[src/rtl/prv_trap_pkg.sv]
// Shared types and constants for the privilege-block trap controller.
package prv_trap_pkg;

  typedef enum logic [1:0] {
    IDLE   = 2'd0,
    DRAIN  = 2'd1,
    COMMIT = 2'd2,
    INSERT = 2'd3
  } trap_state_t;

  typedef enum logic {
    TRAP = 1'b0,
    RET  = 1'b1
  } trap_kind_t;

  localparam logic [1:0] MTVEC_MODE_VECTORED = 2'b01;

endpackage

[src/rtl/prv_prio_enc.sv]
// Lowest-index-wins priority encoder; valid is high when any request bit is set.
module prv_prio_enc #(
  parameter int N = 8,
  localparam int IW = (N > 1) ? $clog2(N) : 1
) (
  input  logic [N-1:0]  req,
  output logic          valid,
  output logic [IW-1:0] idx
);

  // Scanning from the top down lets the lowest set bit overwrite last.
  always_comb begin
    valid = |req;
    idx   = '0;
    for (int i = N - 1; i >= 0; i--) begin
      if (req[i]) idx = IW'(i);
    end
  end

endmodule

[src/rtl/prv_trap_ctrl.sv]
// Trap controller: arbitrates exceptions, maskable interrupts and mret, then
// sequences each one through drain / commit / redirect.
module prv_trap_ctrl
  import prv_trap_pkg::*;
#(
  parameter int XLEN     = 32,
  parameter int NUM_EXC  = 16,
  parameter int NUM_IRQ  = 8,
  parameter int IRQ_BASE = 16
) (
  input  logic               CLK,
  input  logic               nRST,
  input  logic [NUM_EXC-1:0] exc_vec,
  input  logic [XLEN-1:0]    exc_pc,
  input  logic [XLEN-1:0]    exc_tval,
  input  logic [NUM_IRQ-1:0] irq_in,
  input  logic [NUM_IRQ-1:0] irq_en,
  input  logic               gie,
  input  logic [XLEN-1:0]    mtvec,
  input  logic [XLEN-1:0]    mepc_in,
  input  logic               ret,
  input  logic               pipe_clear,
  output logic               intr,
  output logic               csr_we,
  output logic               ret_o,
  output logic [XLEN-1:0]    cause_o,
  output logic [XLEN-1:0]    epc_o,
  output logic [XLEN-1:0]    tval_o,
  output logic               insert_pc,
  output logic [XLEN-1:0]    priv_pc,
  output logic [NUM_IRQ-1:0] irq_pending
);

  localparam int EW = (NUM_EXC > 1) ? $clog2(NUM_EXC) : 1;
  localparam int IW = (NUM_IRQ > 1) ? $clog2(NUM_IRQ) : 1;

  trap_state_t        state_reg, state_next;
  trap_kind_t         kind_reg;
  logic [XLEN-1:0]    cause_reg, epc_reg, tval_reg, target_reg;
  logic [NUM_IRQ-1:0] irq_pending_reg;

  logic               exc_valid, irq_valid;
  logic [EW-1:0]      exc_idx;
  logic [IW-1:0]      irq_idx;
  logic               take_exc, take_irq, take_ret;
  logic [XLEN-2:0]    irq_code;
  logic [XLEN-1:0]    vec_base, vec_off, trap_target;

  prv_prio_enc #(.N(NUM_EXC)) u_exc_enc (
    .req   (exc_vec),
    .valid (exc_valid),
    .idx   (exc_idx)
  );

  prv_prio_enc #(.N(NUM_IRQ)) u_irq_enc (
    .req   (irq_pending_reg),
    .valid (irq_valid),
    .idx   (irq_idx)
  );

  always_comb begin
    state_next = state_reg;
    take_exc   = 1'b0;
    take_irq   = 1'b0;
    take_ret   = 1'b0;
    case (state_reg)
      IDLE: begin
        if (exc_valid) begin
          take_exc   = 1'b1;
          state_next = DRAIN;
        end else if (gie && irq_valid) begin
          take_irq   = 1'b1;
          state_next = DRAIN;
        end else if (ret) begin
          take_ret   = 1'b1;
          state_next = DRAIN;
        end
      end
      DRAIN: begin
        if (pipe_clear) state_next = (kind_reg == RET) ? INSERT : COMMIT;
      end
      COMMIT:  state_next = INSERT;
      INSERT:  state_next = IDLE;
      default: state_next = IDLE;
    endcase
  end

  // Vectored offset uses the cause code with the interrupt bit stripped.
  assign irq_code    = (XLEN-1)'(IRQ_BASE) + (XLEN-1)'(irq_idx);
  assign vec_base    = {mtvec[XLEN-1:2], 2'b00};
  assign vec_off     = {cause_reg[XLEN-3:0], 2'b00};
  assign trap_target = ((mtvec[1:0] == MTVEC_MODE_VECTORED) && cause_reg[XLEN-1])
                       ? (vec_base + vec_off) : vec_base;

  always_ff @(posedge CLK) begin
    if (!nRST) begin
      state_reg       <= IDLE;
      kind_reg        <= TRAP;
      cause_reg       <= '0;
      epc_reg         <= '0;
      tval_reg        <= '0;
      target_reg      <= '0;
      irq_pending_reg <= '0;
    end else begin
      state_reg       <= state_next;
      irq_pending_reg <= irq_in & irq_en;
      if (take_exc) begin
        kind_reg  <= TRAP;
        cause_reg <= XLEN'(exc_idx);
        epc_reg   <= exc_pc;
        tval_reg  <= exc_tval;
      end else if (take_irq) begin
        kind_reg  <= TRAP;
        cause_reg <= {1'b1, irq_code};
        epc_reg   <= exc_pc;
        tval_reg  <= '0;
      end else if (take_ret) begin
        kind_reg  <= RET;
      end
      if (state_reg == COMMIT) begin
        target_reg <= trap_target;
      end else if ((state_reg == DRAIN) && pipe_clear && (kind_reg == RET)) begin
        target_reg <= mepc_in;
      end
    end
  end

  assign intr        = (state_reg != IDLE);
  assign csr_we      = (state_reg == COMMIT) && (kind_reg == TRAP);
  assign ret_o       = (state_reg == INSERT) && (kind_reg == RET);
  assign insert_pc   = (state_reg == INSERT);
  assign priv_pc     = target_reg;
  assign cause_o     = cause_reg;
  assign epc_o       = epc_reg;
  assign tval_o      = tval_reg;
  assign irq_pending = irq_pending_reg;

endmodule

[config.mk]
export PLATFORM = sky130hd
export DESIGN_NAME = prv_trap_ctrl
export DESIGN_NICKNAME = d
export VERILOG_FILES = /design/src/rtl/prv_trap_pkg.sv /design/src/rtl/prv_prio_enc.sv /design/src/rtl/prv_trap_ctrl.sv
export SDC_FILE = /design/constraint.sdc
export NUM_CORES = 1
export LEC_CHECK = 0
export ABC_AREA = 1
export BUFFER_PORTS_ARGS = -buffer_cell sky130_fd_sc_hd__buf_2
export CELL_PAD_IN_SITES_DETAIL_PLACEMENT = 0
export CELL_PAD_IN_SITES_GLOBAL_PLACEMENT = 1
export CORE_ASPECT_RATIO = 1.4
export CORE_MARGIN = 2
export CORE_UTILIZATION = 32
export CTS_BUF_LIST = sky130_fd_sc_hd__clkbuf_4 sky130_fd_sc_hd__clkbuf_8 sky130_fd_sc_hd__clkbuf_16
export CTS_CLUSTER_DIAMETER = 200
export DETAILED_ROUTE_END_ITERATION = 16
export PLACE_DENSITY = 0.91
export SYNTH_ARGS = -nofsm -noshare
export SYNTH_HDL_FRONTEND = slang
export SYNTH_SLANG_ARGS = --single-unit
[constraint.sdc]
create_clock -name CLK -period 2.6 [get_ports CLK]
set_input_delay 0.39 -clock CLK [delete_from_list [all_inputs] [get_ports CLK]]
set_output_delay 0.39 -clock CLK [all_outputs]
set_load 0.005 [all_outputs]
Yosys cells after proc, flatten, opt, wreduce, memory -nomap -nowiden --
Cells that the tools add are included.
Word-level totals: bits in registers 139, input bits 165, output and inout port bits 140, word-level logic and storage cells 82
Cells by class: add/sub/neg operators 2, equality and inequality tests 6, muxes and demuxes 48, bitwise operators 3, reduce and logical (&&, ||, !) cells 15
Operators with widths (count):
- 32-bit two-way mux | 7
- 4-bit two-way mux | 18
- 32-bit adder | 1
- 3-bit two-way mux | 8
- 16-bit OR reduction | 1
- 1-bit two-way mux | 10
- 8-bit AND | 1
- 2-bit two-way mux | 4
- 2-bit case mux with 4 select lines | 1
- 8-bit OR reduction | 1
- 5-bit by 3-bit adder with 6-bit output, first input constant | 1
- 1-bit logical AND | 6
- 2-bit nonzero test | 3
- 2-bit by 1-bit == test with 1-bit output, second input constant | 2
- 2-bit == test, second input constant | 2
- 4-bit != test, second input constant | 1
- 3-bit OR reduction | 1
- 2-bit zero test | 1
- 2-bit != test, second input constant | 1
- 1-bit NOT | 2
- 2-bit AND reduction | 1
- 2-bit OR reduction | 1

Longest topological paths before layout --
Gate-level depths: netlist of run 1.
word-level depth 17, gate-level depth with buffers 17, gate-level depth less buffers 17

Hierarchy --
From an unflattened synthesis of run 1, not the netlist that was laid out.
Second synthesis, totals: cells, all modules 897, area, all modules 5970.7 sq um
By module, submodules not included:
- prv_trap_ctrl | instances 1, cells each 826, area each 5662.9 sq um, sequential area each 2242.2 sq um
- prv_prio_enc at u_exc_enc | instances 1, cells each 49, area each 209.0 sq um, sequential area each 0.0 sq um
- prv_prio_enc at u_irq_enc | instances 1, cells each 22, area each 98.8 sq um, sequential area each 0.0 sq um

Worst setup path before layout of run 1 --
Ideal clock, no wire load.
path kind in2reg, start input mtvec[2], end register target_reg[20] (netlist: priv_pc[20]), library setup time 0.070 ns, data arrival time 2.064 ns, required time 2.530 ns, path slack 0.466 ns, stages on the path 15, buffers on the path 0, cells stage by stage ha_1 inv_1 fa_1 inv_1 nand3_1 nand2_1 inv_1 o21ai_2 nand2_1 nor2_1 nand2_1 nor2_1 xor2_1 nand2_1 a21oi_1
On the way: cells in the longest elaborated chain, start to end 3
Ends and longest elaborated chain:
- from (decl) | RTL line prv_trap_ctrl.sv:19 | input logic [XLEN-1:0] mtvec,
- 32-bit adder | RTL line prv_trap_ctrl.sv:93 | ? (vec_base + vec_off) : vec_base;
- 32-bit two-way mux | RTL line prv_trap_ctrl.sv:93
- 32-bit two-way mux | RTL line prv_trap_ctrl.sv:120 | if (state_reg == COMMIT) begin
- to (signal assigned) | RTL line prv_trap_ctrl.sv:121 | target_reg <= trap_target;
- to (signal assigned) | RTL line prv_trap_ctrl.sv:123 | target_reg <= mepc_in;
- to (decl) | RTL line prv_trap_ctrl.sv:39 | logic [XLEN-1:0] cause_reg, epc_reg, tval_reg, target_reg;
No other way between the ends. A chain may end at the register's enable or synchronous reset.

Final worst setup path of run 1 --
start register cause_reg[0] (netlist: cause_o[0]), end register target_reg[20] (netlist: priv_pc[20])
On the way: cells in the longest elaborated chain, start to end 3
Ends and longest elaborated chain:
- from (decl) | RTL line prv_trap_ctrl.sv:39
- from (signal assigned) | RTL line prv_trap_ctrl.sv:109 | cause_reg <= XLEN'(exc_idx);
- from (signal assigned) | RTL line prv_trap_ctrl.sv:114 | cause_reg <= {1'b1, irq_code};
- 32-bit adder | RTL line prv_trap_ctrl.sv:93
- 32-bit two-way mux | RTL line prv_trap_ctrl.sv:93
- 32-bit two-way mux | RTL line prv_trap_ctrl.sv:120
No other way between the ends.

==> results.sh, run 1 <==
export IMPL_synth_yosys_seq_area_share_pct=36.1
export IMPL_die_area_sq_um=20500
export IMPL_core_region_area_sq_um=19100
export IMPL_startpoint_type="flip-flop"
export IMPL_post_synth_instance_area_sq_um=6200
export IMPL_critical_path_required_ps=2880
export IMPL_layout_worst_path_cycle_share_pct=90.0
export IMPL_crit_slowest_cell="fa_1"
export IMPL_drive_gt1_share_pct=38.2
export IMPL_worstPathArrival_ps=2620
export IMPL_routed_wire_length_per_instance_um=15.2
export IMPL_viasPerCell=4.72
export IMPL_worst_setup_path_type="reg -> reg"
export IMPL_critical_path_cell_chain="ha_1 -> inv_1 -> fa_1 -> inv_1 -> nand3_1 -> nand2_2 -> inv_1 -> o21ai_2 -> nand2_1 -> nor2_2 -> nand2_1 -> nor2_1 -> xor2_1 -> nand2_1 -> a21oi_1"
export IMPL_buffer_ports_inserted=278
export IMPL_grt_use_total_pct=19.9
export IMPL_grt_pass1_vias=6194
export IMPL_standard_cell_rows=60
export IMPL_ports=305
export IMPL_antenna_diode_count=0
export IMPL_max_capacitance_violation_total=0
export IMPL_p_per_area_nw_per_um2=896
export IMPL_synth_seq_cells=112
export IMPL_worst_setup_path_end_kind="flip-flop"
export IMPL_ys_flop_type="dfxtp_1"
export IMPL_antenna_left=0
export IMPL_final_max_slew_viol_count=0
export IMPL_min_delay_path_class="in -> reg"
export IMPL_yosysMostFrequentCell="nand2_1"
export IMPL_final_nets=1302
export IMPL_clk_insertion_delay_late_ps=360
export IMPL_run_status="finished, final reports clean"
export IMPL_power_leakage_nw=3.93
export IMPL_netlist_instances=862
export IMPL_detailedRoute_firstPassIterationCount=5
export IMPL_synth_area_per_cell_sq_um=7.20
export IMPL_timing_slew_headroom_pct=62.4
export IMPL_layout_area_overhead_vs_synth_pct=30.2
export IMPL_final_hold_viol_count=0
export IMPL_family_with_the_most_delay_on_the_worst_path="simple AND/OR/NAND/NOR gates"
export IMPL_route_detailed_drc=0
export IMPL_tns_ps=0
export IMPL_buffers_and_inverters_on_the_worst_path=3
export IMPL_postRouteWirelength_mm=20.9
export IMPL_yosysWarnings=0
export IMPL_yosysTopAreaCell="dfxtp_1"
export IMPL_post_cts_setup_buffer_count=0
export IMPL_synth_cell_type_count=50
export IMPL_tritoncts_clock_tree="done"
export IMPL_place_congestion=0.942
export IMPL_min_delay_path_depth=3
export IMPL_die_h_um=169
export IMPL_yosysTopAreaCellShare_pct=36.1
export IMPL_cts_made_buffers=9
export IMPL_antenna_found_initial=2
export IMPL_grt_overflow_total=0
export IMPL_grt_setup_unrepaired="no"
export IMPL_hpwl_mm=16.4
export IMPL_routed_via_count=6520
export IMPL_skew_ps=14.6
export IMPL_synthArstFlopShare_pct=0
export IMPL_final_setup_viol_count=0
export IMPL_h_tree_depth=3
export IMPL_ctsRootBufferMaster="clkbuf_16"
export IMPL_cts_buffer_depth=2
export IMPL_ir_worst_vdd_uv=515
export IMPL_period_minus_slack_ps=2340
export IMPL_utilization_pct=42.2
export IMPL_synthTopCellsByCount="nand2_1 (242), dfxtp_1 (112), inv_1 (67), a21oi_1 (58), nand2_2 (52)"
export IMPL_synth_enable_flop_cells=0
export IMPL_clkSlewWorstSetupHoldPaths_ps=90
export IMPL_grt_start_max_net_pins=47
export IMPL_drt_iter0_drc=300
export IMPL_worst_pin_slew_ps=563
export IMPL_initial_core_util_pct=32.4
export IMPL_path_max_fanout=5
export IMPL_die_w_um=122
export IMPL_critical_path_depth=15
export IMPL_fmax_mhz=427
export IMPL_clock_sink_count=112
export IMPL_cp_slowest_stage_delay_ps=380
export IMPL_ys_top_cells_by_area="dfxtp_1 (36%), nand2_1 (15%), a21oi_2 (7.2%), nand2_2 (5.2%), a21oi_1 (4.7%)"
export IMPL_worst_r2r_cell_count=15
export IMPL_grt_first_pass_wirelength_mm=31.7
-- kinds of logic (layout without fill, tap and decap cells) --
logic type | count (synthesis) | in the layout | synth area share, %
buffers and inverters | 138 | 383 | 11.7
DFF | 112 | 112 | 36.1
adders and majority gates | 10 | 10 | 2.14
other | 1 | 26 | 0.0605
xor gates and xnor gates | 14 | 14 | 1.98
AOI/OAI and AO/OA | 168 | 168 | 17.8
and+or+nand+nor | 419 | 419 | 30.2
-- stage by stage --
stage          instance area, sq um  hold WS [ps]  power [mW]  setup WS (ps)  std cells
3_3_place_gp                   7750           429        5.78            168       1364
2_1_floorplan                  6300           440        4.75            466        887
5_1_grt                        8070           231        7.80           18.0       1380
3_5_place_dp                   7750           438        5.80            126       1364
6_report                       8070           235        7.24            259       1380
4_1_cts                        8070           214        7.35            218       1380
-- placed cells by master, fill, tap and decap left out, drive strengths merged --
cell    instances
nand3          39
a21o            1
inv            76
buf           294
nor3b           2
a21oi         109
o21ai          33
nor4            6
conb           26
a31oi           5
or2             4
a21boi          1
o221ai          3
o311ai          1
fa              1
a31o            1
o211ai          7
o22ai           1
nor2           51
clkbuf          9
xor2           12
xnor2           2
a32o            1
dfxtp         112
clkinv          4
nand4           6
nand3b          3
ha              9
nand2         295
o21bai          2
and2            1
nor3           12
a211oi          3
-- layer usage --
layer | GRT usage [%] | part of all wire (%)
met2 | 36.7 | 51
met1 | 21.4 | 38
met3 | 5.56 | 8.4
met4 | 7.45 | 2.4
met5 | 0 | 0.13
-- worst paths after layout --
check	slack, ps	start	endpoint
worst max-delay path	260	cause_o[0]	priv_pc[20]
worst min-delay path	240	irq_en[6]	irq_pending[6]
worst min register to register	450	priv_pc[0]	priv_pc[0]
worst max register to register	260	cause_o[0]	priv_pc[20]
-- power by group --
part	total, mW	internal [mW]	switching [mW]
Clock	1.50	0.713	0.790
Combinational	3.27	1.26	2.01
Sequential	2.46	2.18	0.279
-- worst min-delay path, delay by kind of cell --
| kind | cells | cell delay, ps |
|---|---|---|
| and+or+nand+nor | 2 | 70 |
| buffers and inverters | 1 | 90 |
-- final cells by class --
cell class / count / area, sq um
fill: 2046 / 11100
clock inverter: 7 / 96.3
sequential: 112 / 2240
multi-input combinational: 637 / 3340
inverter: 73 / 278
tap: 248 / 310
clock buffer: 9 / 225
timing repair buffer: 294 / 1590
-- repair_timing --
action	4_1_cts	5_1_grt
hold buffers	0	0
resized for setup	0	2
setup endpoints to repair	0	1
endpoints found under the hold margin	0	0
Power figures use the tool's default switching activity.
==> run 2, diff against run 1 <==
- BUFFER_PORTS_ARGS: -buffer_cell sky130_fd_sc_hd__buf_2 -> -buffer_cell sky130_fd_sc_hd__buf_4
==> run 2 against run 1 <==
Effect of this change: register-to-register slack barely moved; sequential cell count did not move; global-route usage rose by 0.80 points; via count rose by 1.3%; largest cell class unchanged; first-iteration DRC count rose by 37%; largest power group unchanged; clock power barely moved; maximum frequency rose by 0.44%; sequential power barely moved.
==> results.sh, run 2 (synthesis results as in run 1) <==
export IMPL_startpoint_type="flip-flop"
export IMPL_run_status="finished, final reports clean"
export IMPL_hpwl_mm=17.0
export IMPL_worstPathArrival_ps=2620
export IMPL_worst_pin_slew_ps=591
export IMPL_worst_setup_path_type="reg -> reg"
export IMPL_min_delay_path_class="in -> reg"
export IMPL_seq_power_share_pct=33.0
export IMPL_layout_area_overhead_vs_synth_pct=40.9
export IMPL_worst_setup_path_end_kind="flip-flop"
export IMPL_ports=305
export IMPL_layout_worst_path_cycle_share_pct=89.6
export IMPL_core_region_area_sq_um=19100
export IMPL_grt_setup_unrepaired="no"
export IMPL_final_nets=1301
export IMPL_fraction_of_power_consumed_by_combinational_cells_pct=47.5
export IMPL_skew_ps=12.8
export IMPL_place_congestion=0.932
export IMPL_drt_iter0_drc=411
export IMPL_clock_sink_count=112
export IMPL_filler_cell_count=2019
export IMPL_ir_worst_vdd_uv=547
export IMPL_finalNonFillerCells=1379
export IMPL_final_common_cell="buf_4"
export IMPL_p_per_area_nw_per_um2=864
export IMPL_cts_made_buffers=9
export IMPL_grt_first_pass_wirelength_mm=33.0
export IMPL_standard_cell_rows=60
export IMPL_power_frac_clock_pct=19.5
export IMPL_buffer_ports_inserted=278
export IMPL_critical_path_required_ps=2890
export IMPL_final_max_slew_viol_count=0
export IMPL_fmax_mhz=429
export IMPL_power_switching_mw=3.12
export IMPL_final_cell_mix="buf_4 (288), nand2_1 (241), dfxtp_1 (111), inv_1 (67), a21oi_1 (58)"
export IMPL_h_tree_depth=3
export IMPL_routed_wire_length_per_instance_um=15.8
export IMPL_routed_via_count=6605
export IMPL_int_pwr_mw=4.43
export IMPL_die_area_sq_um=20500
export IMPL_tritoncts_clock_tree="done"
export IMPL_clk_insertion_delay_late_ps=370
export IMPL_tns_ps=0
export IMPL_postRouteWirelength_mm=21.9
export IMPL_detailedRoute_firstPassIterationCount=5
export IMPL_post_cts_setup_buffer_count=0
export IMPL_grt_start_max_net_pins=45
export IMPL_multi_input_comb_area_sq_um=3340
export IMPL_switching_share_pct=41.4
export IMPL_grt_pass1_vias=6335
export IMPL_max_capacitance_violation_total=0
export IMPL_dpl_cell_count=1363
export IMPL_grt_overflow_total=0
export IMPL_final_setup_viol_count=0
export IMPL_route_detailed_drc=0
export IMPL_cts_buffer_depth=2
export IMPL_ctsRootBufferMaster="clkbuf_16"
export IMPL_path_max_fanout=5
export IMPL_viasPerCell=4.79
export IMPL_cp_slowest_stage_delay_ps=380
export IMPL_critical_path_cell_chain="ha_1 -> inv_1 -> fa_1 -> inv_1 -> nand3_1 -> nand2_2 -> inv_1 -> o21ai_2 -> nand2_1 -> nor2_2 -> nand2_1 -> nor2_1 -> xor2_1 -> nand2_1 -> a21oi_1"
export IMPL_antenna_found_initial=0
export IMPL_power_leakage_nw=4.08
export IMPL_clkSlewWorstSetupHoldPaths_ps=80
export IMPL_period_minus_slack_ps=2330
export IMPL_die_w_um=122
export IMPL_antenna_diode_count=0
export IMPL_final_hold_viol_count=0
export IMPL_timing_slew_headroom_pct=60.6
export IMPL_drive_gt1_share_pct=38.2
export IMPL_die_h_um=169
export IMPL_antenna_left=0
export IMPL_register_area_sq_um=2240
export IMPL_crit_slowest_cell="fa_1"
export IMPL_initial_core_util_pct=32.4
export IMPL_grt_use_total_pct=20.7
## run 2: cell count changes in the layout (fill, tap and decap cells not counted), sizes merged
cell	before	now
buf	294	293
## run 2: repair_timing
item,4_1_cts,5_1_grt
resized for setup,0,3
endpoints found under the setup margin,0,1
hold buffers,0,0
## run 2: power by group through the flow
stage                     clock network, mW  registers (mW)  logic [mW]
after global routing                   1.59            2.55        3.96
after floorplan                           0            2.53        2.22
after CTS                              1.53            2.49        3.63
final                                  1.47            2.49        3.59
after detailed placement                  0            2.52        3.62
after global placement                    0            2.51        3.60
## run 2: worst paths after layout
check	endpoint	cells past startpoint	startpoint	slack [ps]
worst min-delay path	irq_pending[7]	3	irq_en[7]	240
worst min register to register	priv_pc[0]	2	priv_pc[0]	450
worst max-delay path	priv_pc[20]	15	cause_o[0]	270
worst max register to register	priv_pc[20]	15	cause_o[0]	270
## run 2: final cells by class
class	instances	share of cell area (%)
multi-input combinational	637	38.2
clock buffer	9	2.58
tap	248	3.55
clock inverter	7	0.988
sequential	112	25.7
inverter	73	3.18
timing repair buffer	293	25.9
## run 2: routing by layer
metal,track usage [%],vias to the layer above,share of wire (%)
met3,4.85,42,7.9
met4,9.95,0,3.8
met5,0,-,0
met2,36.3,314,50
met1,23.5,2993,38
li1,-,3256,-
## run 2: through the flow
stage	setup WS [ps]	util, %	instance area (sq um)	hold slack, ps	total power [mW]
2_1_floorplan	466	-	6300	440	4.75
4_1_cts	176	45.6	8730	222	7.65
3_5_place_dp	101	44.0	8420	438	6.14
5_1_grt	6.81	45.7	8740	241	8.10
3_3_place_gp	180	44.0	8420	433	6.10
6_report	269	45.7	8740	241	7.55
## run 2: worst max-delay path: cells and delay by family (launching register included)
kind / cells / cell delay (ps)
DFF: 1 / 360
and+or+nand+nor: 7 / 690
adders and majority gates: 2 / 550
xor gates and xnor gates: 1 / 150
buffers and inverters: 3 / 220
AOI/OAI and AO/OA: 2 / 290
==> run 3, diff against run 2 <==
- clock period: 2.6 -> 2.3 ns (I/O delays scaled with it)
==> run 3 against run 2 <==
Effect of this change: via count is 1.9% lower; sequential power is 13% higher; global-route usage hardly changed; clock power is 15% higher; routed wire length is 1.1% lower; cell area is 0.52% higher; sequential share of layout area is 0.15 points lower; largest power group unchanged.
==> results.sh, run 3 (synthesis results as in run 1) <==
export IMPL_final_common_cell="buf_4"
export IMPL_critical_path_required_ps=2600
export IMPL_timing_rr_start="cause_o[0]"
export IMPL_ctsRootBufferMaster="clkbuf_16"
export IMPL_route_detailed_drc=0
export IMPL_fmax_mhz=468
export IMPL_clkSlewWorstSetupHoldPaths_ps=90
export IMPL_drt_iter0_drc=405
export IMPL_min_delay_path_depth=3
export IMPL_antenna_left=0
export IMPL_finalNonFillerCells=1387
export IMPL_min_delay_path_class="in -> reg"
export IMPL_cts_buffer_depth=2
export IMPL_grt_overflow_total=0
export IMPL_hold_ws_ps=195
export IMPL_ir_worst_vdd_uv=573
export IMPL_dpl_cell_count=1371
export IMPL_utilization_pct=45.9
export IMPL_r2r_slack_ps=160
export IMPL_worst_setup_path_end_kind="flip-flop"
export IMPL_worst_pin_slew_ps=574
export IMPL_run_status="finished, final reports clean"
export IMPL_die_w_um=122
export IMPL_final_max_slew_viol_count=0
export IMPL_post_cts_setup_buffer_count=0
export IMPL_final_cell_mix="buf_4 (298), nand2_1 (241), dfxtp_1 (112), inv_1 (67), a21oi_1 (57)"
export IMPL_hold_path_startpoint="irq_en[3]"
export IMPL_post_cts_hold_buffer_count=0
export IMPL_min_to="irq_pending[3]"
export IMPL_die_area_sq_um=20500
export IMPL_power_leakage_nw=4.11
export IMPL_ports=305
export IMPL_int_pwr_mw=5.02
export IMPL_tritoncts_clock_tree="done"
export IMPL_clock_sink_count=112
export IMPL_cts_resized_gates=0
export IMPL_p_per_area_nw_per_um2=974
export IMPL_grt_first_pass_wirelength_mm=33.3
export IMPL_grt_setup_unrepaired="yes"
export IMPL_capturing_point_of_the_worst_reg2reg_path="priv_pc[20]"
export IMPL_worstPathArrival_ps=2440
export IMPL_detailed_place_area_sq_um=8460
export IMPL_antenna_found_initial=0
export IMPL_final_nets=1309
export IMPL_grt_use_total_pct=20.7
export IMPL_hpwl_mm=16.9
export IMPL_layout_area_overhead_vs_synth_pct=41.6
export IMPL_routed_via_count=6477
export IMPL_viasPerCell=4.67
export IMPL_startpoint_type="flip-flop"
export IMPL_worst_r2r_cell_count=15
export IMPL_power_switching_mw=3.53
export IMPL_h_tree_depth=3
export IMPL_final_design_area_no_fill_sq_um=8790
export IMPL_skew_ps=10.8
export IMPL_timing_slew_headroom_pct=61.7
export IMPL_drive_gt1_share_pct=38.7
export IMPL_antenna_diode_count=0
export IMPL_path_max_fanout=2
export IMPL_max_capacitance_violation_total=0
export IMPL_die_h_um=169
export IMPL_worst_setup_path_type="reg -> reg"
export IMPL_place_congestion=0.928
export IMPL_final_setup_viol_count=0
export IMPL_fraction_of_power_consumed_by_combinational_cells_pct=47.3
export IMPL_routed_wire_length_per_instance_um=15.6
export IMPL_grt_pass1_vias=6317
export IMPL_period_minus_slack_ps=2140
export IMPL_grt_start_max_net_pins=58
export IMPL_power_frac_clock_pct=19.7
export IMPL_buffer_ports_inserted=278
export IMPL_initial_core_util_pct=32.4
export IMPL_core_region_area_sq_um=19100
export IMPL_seq_power_share_pct=32.9
export IMPL_postRouteWirelength_mm=21.6
export IMPL_standard_cell_rows=60
export IMPL_cts_made_buffers=9
export IMPL_switching_share_pct=41.3
export IMPL_layout_worst_path_cycle_share_pct=93.0
export IMPL_final_hold_viol_count=0
export IMPL_detailedRoute_firstPassIterationCount=4
export IMPL_clk_insertion_delay_late_ps=360
run 3: cell types whose count changed in the layout (fill, tap and decap cells not counted), sizes merged:
cell  before  now
buf      293  301
run 3: power groups by stage:
stage / Clock, mW / Combinational [mW] / Sequential, mW
floorplan: 0 / 2.51 / 2.86
global placement: 0 / 4.04 / 2.85
detailed placement: 0 / 4.08 / 2.86
CTS: 1.75 / 4.09 / 2.82
global route: 1.80 / 4.47 / 2.88
finish: 1.69 / 4.05 / 2.82
run 3: worst max-delay path, cell delays in order, from the launching register on:
cell,delay (ps)
dfxtp_1,340
ha_1,160
inv_1,50
fa_1,390
inv_1,90
nand3_1,60
nand2_1,90
inv_1,50
o21ai_2,150
nand2_1,80
nor2_2,120
nand2_2,80
nor2_2,90
xor2_1,150
nand2_1,60
a21oi_1,110
run 3: metal layers:
| metal | routed length [um] | global-route usage [%] | vias up |
|---|---|---|---|
| met5 | 0 | 0 | - |
| met4 | 716 | 8.05 | 0 |
| met3 | 1810 | 5.73 | 45 |
| met2 | 10900 | 36.9 | 292 |
| met1 | 8230 | 23.3 | 2875 |
| li1 | - | - | 3265 |
run 3: cell type report:
class | count | area, sq um
clock buffers | 9 | 225
clock inverters | 7 | 91.3
fillers | 1968 | 10400
inverters | 73 | 278
multi-input cells | 637 | 3340
flip-flops and latches | 112 | 2240
well taps | 248 | 310
repair buffers | 301 | 2300
run 3: how the worst max path moves through the flow:
| stage | from | end | slack (ps) | cells past startpoint |
|---|---|---|---|---|
| after floorplan | cause_o[0] | priv_pc[20] | 200 | 15 |
| after detailed placement | mtvec[2] | priv_pc[20] | 20 | 16 |
| after global placement | mtvec[2] | priv_pc[20] | 20 | 16 |
| after CTS | cause_o[0] | priv_pc[20] | 90 | 15 |
| final | cause_o[0] | priv_pc[20] | 160 | 15 |
| after global routing | cause_o[0] | priv_pc[20] | -50 | 15 |
run 3: metrics by stage:
stage / total power [mW] / TNS, ps / setup slack, ps
finish: 8.55 / 0 / 162
global route: 9.16 / -50.3 / -50.3
CTS: 8.66 / 0 / 94.4
detailed placement: 6.93 / 0 / 17.8
global placement: 6.88 / 0 / 22.0
floorplan: 5.36 / 0 / 197
